--- config.mk ---
export PLATFORM = sky130hd
export DESIGN_NAME = multicycle_control
export DESIGN_NICKNAME = d
export VERILOG_FILES = /design/src/rtl/mips_ctrl_pkg.sv /design/src/rtl/multicycle_control.sv
export SDC_FILE = /design/constraint.sdc
export NUM_CORES = 1
export LEC_CHECK = 0
export CORE_UTILIZATION = 39
export CTS_CLUSTER_SIZE = 30
export DETAILED_ROUTE_END_ITERATION = 10
export GPL_TIMING_DRIVEN = 0
export PLACE_DENSITY = 0.83
export RECOVER_POWER = 25
export SETUP_SLACK_MARGIN = 0.4
export SLEW_MARGIN = 40
export SYNTH_ARGS = -nofsm -noshare
export SYNTH_HDL_FRONTEND = slang
export SYNTH_SLANG_ARGS = --single-unit
--- constraint.sdc ---
create_clock -name clk -period 3.9 [get_ports clk]
set_input_delay 0.78 -clock clk [delete_from_list [all_inputs] [get_ports clk]]
set_output_delay 0.78 -clock clk [all_outputs]
set_load 0.01 [all_outputs]
--- src/rtl/mips_ctrl_pkg.sv ---
// rtl/mips_ctrl_pkg.sv - shared state, opcode and mux-select encodings for the multi-cycle MIPS control FSM
package mips_ctrl_pkg;

    typedef enum logic [3:0] {
        S_FETCH  = 4'd0,
        S_DECODE = 4'd1,
        S_MEMADR = 4'd2,
        S_MEMRD  = 4'd3,
        S_MEMWB  = 4'd4,
        S_MEMWR  = 4'd5,
        S_EXEC   = 4'd6,
        S_RWB    = 4'd7,
        S_BEQ    = 4'd8,
        S_JUMP   = 4'd9,
        S_BRN    = 4'd10
    } state_e;

    localparam logic [5:0] OP_RTYPE = 6'b000000;
    localparam logic [5:0] OP_LW    = 6'b100011;
    localparam logic [5:0] OP_SW    = 6'b101011;
    localparam logic [5:0] OP_BEQ   = 6'b000100;
    localparam logic [5:0] OP_J     = 6'b000010;

    localparam logic [1:0] SRCB_B      = 2'b00;
    localparam logic [1:0] SRCB_FOUR   = 2'b01;
    localparam logic [1:0] SRCB_SEXT   = 2'b10;
    localparam logic [1:0] SRCB_SEXT_2 = 2'b11;

    localparam logic [1:0] PCSRC_ALU    = 2'b00;
    localparam logic [1:0] PCSRC_ALUOUT = 2'b01;
    localparam logic [1:0] PCSRC_JUMP   = 2'b10;

endpackage

--- src/rtl/multicycle_control.sv ---
// rtl/multicycle_control.sv - main control FSM for the multi-cycle MIPS datapath
//
// Sequences fetch/decode/execute/memory/writeback, drives aluop into the ALU
// control decoder, executes brn using that decoder's brnout, keeps the
// registered negative flag and a sticky illegal-opcode flag, and stalls on
// mem_ready for memory accesses.
// Ports: clk/reset (sync, active high); opcode, brnout, zero, alu_neg,
// mem_ready in; datapath strobes and selects, aluop1/aluop0, nflag,
// illegal_op and debug state out.
module multicycle_control
    import mips_ctrl_pkg::*;
#(
    parameter int STATE_W = 4,
    parameter int OP_W    = 6
) (
    input  logic               clk,
    input  logic               reset,
    input  logic [OP_W-1:0]    opcode,
    input  logic               brnout,
    input  logic               zero,
    input  logic               alu_neg,
    input  logic               mem_ready,
    output logic               pcwrite,
    output logic               pcwritecond,
    output logic               iord,
    output logic               memread,
    output logic               memwrite,
    output logic               irwrite,
    output logic               memtoreg,
    output logic               regdst,
    output logic               regwrite,
    output logic               alusrca,
    output logic [1:0]         alusrcb,
    output logic [1:0]         pcsource,
    output logic               aluop1,
    output logic               aluop0,
    output logic               nflag,
    output logic               illegal_op,
    output logic [STATE_W-1:0] state
);

    state_e state_q, state_d;
    logic   nflag_q, nflag_d;
    logic   illegal_q, illegal_d;

    // zero is qualified by pcwritecond in the datapath, not here.
    logic unused_zero;
    assign unused_zero = zero;

    always_ff @(posedge clk) begin
        if (reset) begin
            state_q   <= S_FETCH;
            nflag_q   <= 1'b0;
            illegal_q <= 1'b0;
        end else begin
            state_q   <= state_d;
            nflag_q   <= nflag_d;
            illegal_q <= illegal_d;
        end
    end

    always_comb begin
        state_d     = S_FETCH;
        nflag_d     = nflag_q;
        illegal_d   = illegal_q;
        pcwrite     = 1'b0;
        pcwritecond = 1'b0;
        iord        = 1'b0;
        memread     = 1'b0;
        memwrite    = 1'b0;
        irwrite     = 1'b0;
        memtoreg    = 1'b0;
        regdst      = 1'b0;
        regwrite    = 1'b0;
        alusrca     = 1'b0;
        alusrcb     = SRCB_B;
        pcsource    = PCSRC_ALU;
        aluop1      = 1'b0;
        aluop0      = 1'b0;

        case (state_q)
            S_FETCH: begin
                memread = 1'b1;
                alusrcb = SRCB_FOUR;
                // IR and PC+4 are captured only in the cycle the read completes.
                if (mem_ready) begin
                    irwrite = 1'b1;
                    pcwrite = 1'b1;
                    state_d = S_DECODE;
                end else begin
                    state_d = S_FETCH;
                end
            end
            S_DECODE: begin
                alusrcb = SRCB_SEXT_2;
                case (opcode)
                    OP_LW, OP_SW: state_d = S_MEMADR;
                    OP_RTYPE:     state_d = S_EXEC;
                    OP_BEQ:       state_d = S_BEQ;
                    OP_J:         state_d = S_JUMP;
                    default: begin
                        illegal_d = 1'b1;
                        state_d   = S_FETCH;
                    end
                endcase
            end
            S_MEMADR: begin
                alusrca = 1'b1;
                alusrcb = SRCB_SEXT;
                state_d = (opcode == OP_LW) ? S_MEMRD : S_MEMWR;
            end
            S_MEMRD: begin
                memread = 1'b1;
                iord    = 1'b1;
                state_d = mem_ready ? S_MEMWB : S_MEMRD;
            end
            S_MEMWB: begin
                regwrite = 1'b1;
                memtoreg = 1'b1;
            end
            S_MEMWR: begin
                memwrite = 1'b1;
                iord     = 1'b1;
                state_d  = mem_ready ? S_FETCH : S_MEMWR;
            end
            S_EXEC: begin
                alusrca = 1'b1;
                aluop1  = 1'b1;
                state_d = brnout ? S_BRN : S_RWB;
            end
            S_RWB: begin
                regwrite = 1'b1;
                regdst   = 1'b1;
                nflag_d  = alu_neg;
            end
            S_BEQ: begin
                alusrca     = 1'b1;
                aluop0      = 1'b1;
                pcwritecond = 1'b1;
                pcsource    = PCSRC_ALUOUT;
            end
            S_JUMP: begin
                pcwrite  = 1'b1;
                pcsource = PCSRC_JUMP;
            end
            S_BRN: begin
                // ALU passes rs + 0 straight to the PC when the last R-type was negative.
                alusrca = 1'b1;
                aluop1  = 1'b1;
                pcwrite = nflag_q;
            end
            default: state_d = S_FETCH;
        endcase
    end

    assign nflag      = nflag_q;
    assign illegal_op = illegal_q;
    assign state      = STATE_W'(state_q);

endmodule

==> out/qor.csv <==
metric;value;unit
cts.path.max_buffers;2;
fmax;0.329;GHz
io_pins;34;
worstPathArrival;2.26;ns
synth_cell_types;33;
ff2ff_path_depth;4;
route.detailed.wl_per_inst;12.7;um
syn-num-nets;92;
synth_warnings;0;
synth_simple_gate_area_share;41.0;%
synthTopCellsByArea;dfxtp_1, nor2_1, nor3_1;
multi_input_area;379;sq um
vias;739;
critPathLaunchType;primary input;
drc_errors;0;
numCtsBuffers;3;
critical_path_buf_inv_count;2;
ys_seq_area_share;21.1;%
dr.pass1.iters;6;
die_w;40.3;um
track_usage;23.2;%
yosysTopAreaCell;dfxtp_1;
finalClockSkew;0.00745;ns
io_buffer_count;32;
synth_fa_ha_area_share;0;%
cp_cell_sequence;clkdlybuf4s50_1 > a21oi_1 > a2bb2oi_1 > nor2_1 > clkdlybuf4s50_1;
vdd_drop_max;0.210;mV
power_density;183;nW/um^2
power_leakage;0.355;nW
ant_nets;0;
status;completed;
row_count;13;
yosysMostFrequentCell;nor2_1;
tightest_slew;0.445;ns
root_buffer;clkbuf_4;
holdWs;0.439;ns
cp_slowest_cell;clkdlybuf4s50_1;
crit_path_frequent_cell;clkdlybuf4s50_1;
synth_edf_count;0;
route.detailed.vias_per_inst;5.68;
startpoint;mem_ready;
drive_above_1_share;6.96;%
antenna_found_initial;0;
fin_tns_setup;0;ns
synth_top_family_by_area;simple AND/OR/NAND/NOR gates;
fin_crit;3.04;ns
setup_viol;0;
die_y;40.3;um
cp_slowest_stage_delay;0.59;ns
slew_headroom;70.3;%
post_cts_resized;0;
synth_compound_area_share;21.5;%
maxCapViolations;0;
async_flop_share;0;%
grt_max_degree;11;
core-area;1330;sq um
ys_ff_latch;6;
syn_area;571;sq um
areaGrowthSynthToFinish;60.7;%
hold_viol;0;
netlist_instances;80;
crit_end;pcwrite;
fin_ws;0.859;ns
stdcell_area;917;sq um
grt.overflow.total;0;
cts_tree;done;
synthMuxAreaShare;3.51;%
insertion_delay;0.25;ns
post_cts_buffers;0;
cts_sinks;6;
worstReg2RegStart;state[0];
drv_slew;0;
criticalPathCategory;in2out;
synth_flop_cell;dfxtp_1;
path_depth;5;
reg2reg_slack;2.28;ns
hp-class;reg2reg;
diodes;0;
seqCellArea;120;sq um
fin_nets;129;
layout_worst_path_cycle_share;78.0;%
htreeDepth;1;
yosys-top-cells-count;nor2_1, nor3_1, a21oi_1, dfxtp_1;
routed_wl;1660;um
first_global_vias;587;
path_delay_family;buffers and inverters;
rsz0062_at_grt;false;
clk_pin_slew;0.04;ns
drt-initial-drc-count;19;
die_area;1620;sq um
path_max_fanout;7;
place_ws;0.876;ns
gp_congestion;0.889;
start_util;42.8;%
fill_cells;117;
yosysTopAreaCellShare;21.1;%
avgSynthCellArea;7.13;sq um
dpl-instance-area;910;sq um
dp_hpwl;1240;um
critPathCaptureType;output pin;
reg2reg_to;state[2];
final_util;68.8;%
grt_pass1_wl;2470;um
required;3.12;ns
synthXorXnorAreaFrac;3.07;%
cts_hold_buf;0;
==> registers in the layout (all words and copies together), names as in the netlist <==
signal / flops
state: 4
illegal_op: 1
nflag: 1
==> cell type report <==
cell class / count / area share (%)
multi-input combinational: 63 / 41.3
timing repair buffer: 32 / 34.9
sequential: 6 / 13.1
buffer: 7 / 4.50
clock buffer: 3 / 2.46
tap: 15 / 2.05
inverter: 4 / 1.64
==> power breakdown <==
group          switching (W)  internal [W]  total (W)
combinational      0.0000185     0.0000251  0.0000436
clock              0.0000244     0.0000349  0.0000593
sequential        0.00000184     0.0000631  0.0000649
==> metrics by stage <==
| stage | instances | total power (W) |
|---|---|---|
| 3_5_place_dp | 127 | 0.000111 |
| 5_1_grt | 130 | 0.000175 |
| 6_report | 130 | 0.000168 |
| 4_1_cts | 130 | 0.000172 |
| 2_1_floorplan | 80 | 0.0000851 |
| 3_3_place_gp | 127 | 0.000110 |
==> worst min-delay path, delay by kind of cell (launching register included) <==
kind | cells | cell delay [ns]
buffers and inverters | 1 | 0.04
DFF | 1 | 0.30
AOI/OAI and AO/OA | 1 | 0.05
==> how the worst min path moves through the flow <==
stage / from / to / slack (ns) / cells after the start
2_1_floorplan: illegal_op / illegal_op / 0.46 / 2
3_3_place_gp: illegal_op / illegal_op / 0.44 / 2
3_5_place_dp: illegal_op / illegal_op / 0.44 / 2
4_1_cts: illegal_op / illegal_op / 0.45 / 2
5_1_grt: illegal_op / illegal_op / 0.47 / 2
6_report: illegal_op / illegal_op / 0.44 / 2
==> kinds of logic (layout without fill, tap and decap cells) <==
logic type | count (synthesis) | after routing
muxes | 2 | 2
buffers and inverters | 11 | 46
and+or+nand+nor | 40 | 40
DFF | 6 | 6
AOI/OAI and AO/OA | 19 | 19
xor gates and xnor gates | 2 | 2
==> cell usage in the layout (no fill, tap or decap), types with 2 or more instances in the layout <==
master and instances:
dlygate4sd3_1 5, clkbuf_1 4, a211o_1 2, nand2_1 3, mux2i_1 2, nor2_1 11, clkbuf_4 3, dfxtp_1 6
clkdlybuf4s50_1 27, buf_4 2, and3_1 3, o21ai_0 4, nand2b_1 4, xnor2_1 2, inv_1 4, nor2b_1 2
nor3_1 7, a21oi_1 6
==> per-layer routing <==
metal  share of wire (%)  global-route usage (%)
met2                  48                    38.3
met4                 2.1                    10.0
met5                   0                       0
met3                 7.8                    6.67
met1                  42                    27.7
Note: power is estimated with default switching activity, not from simulation.
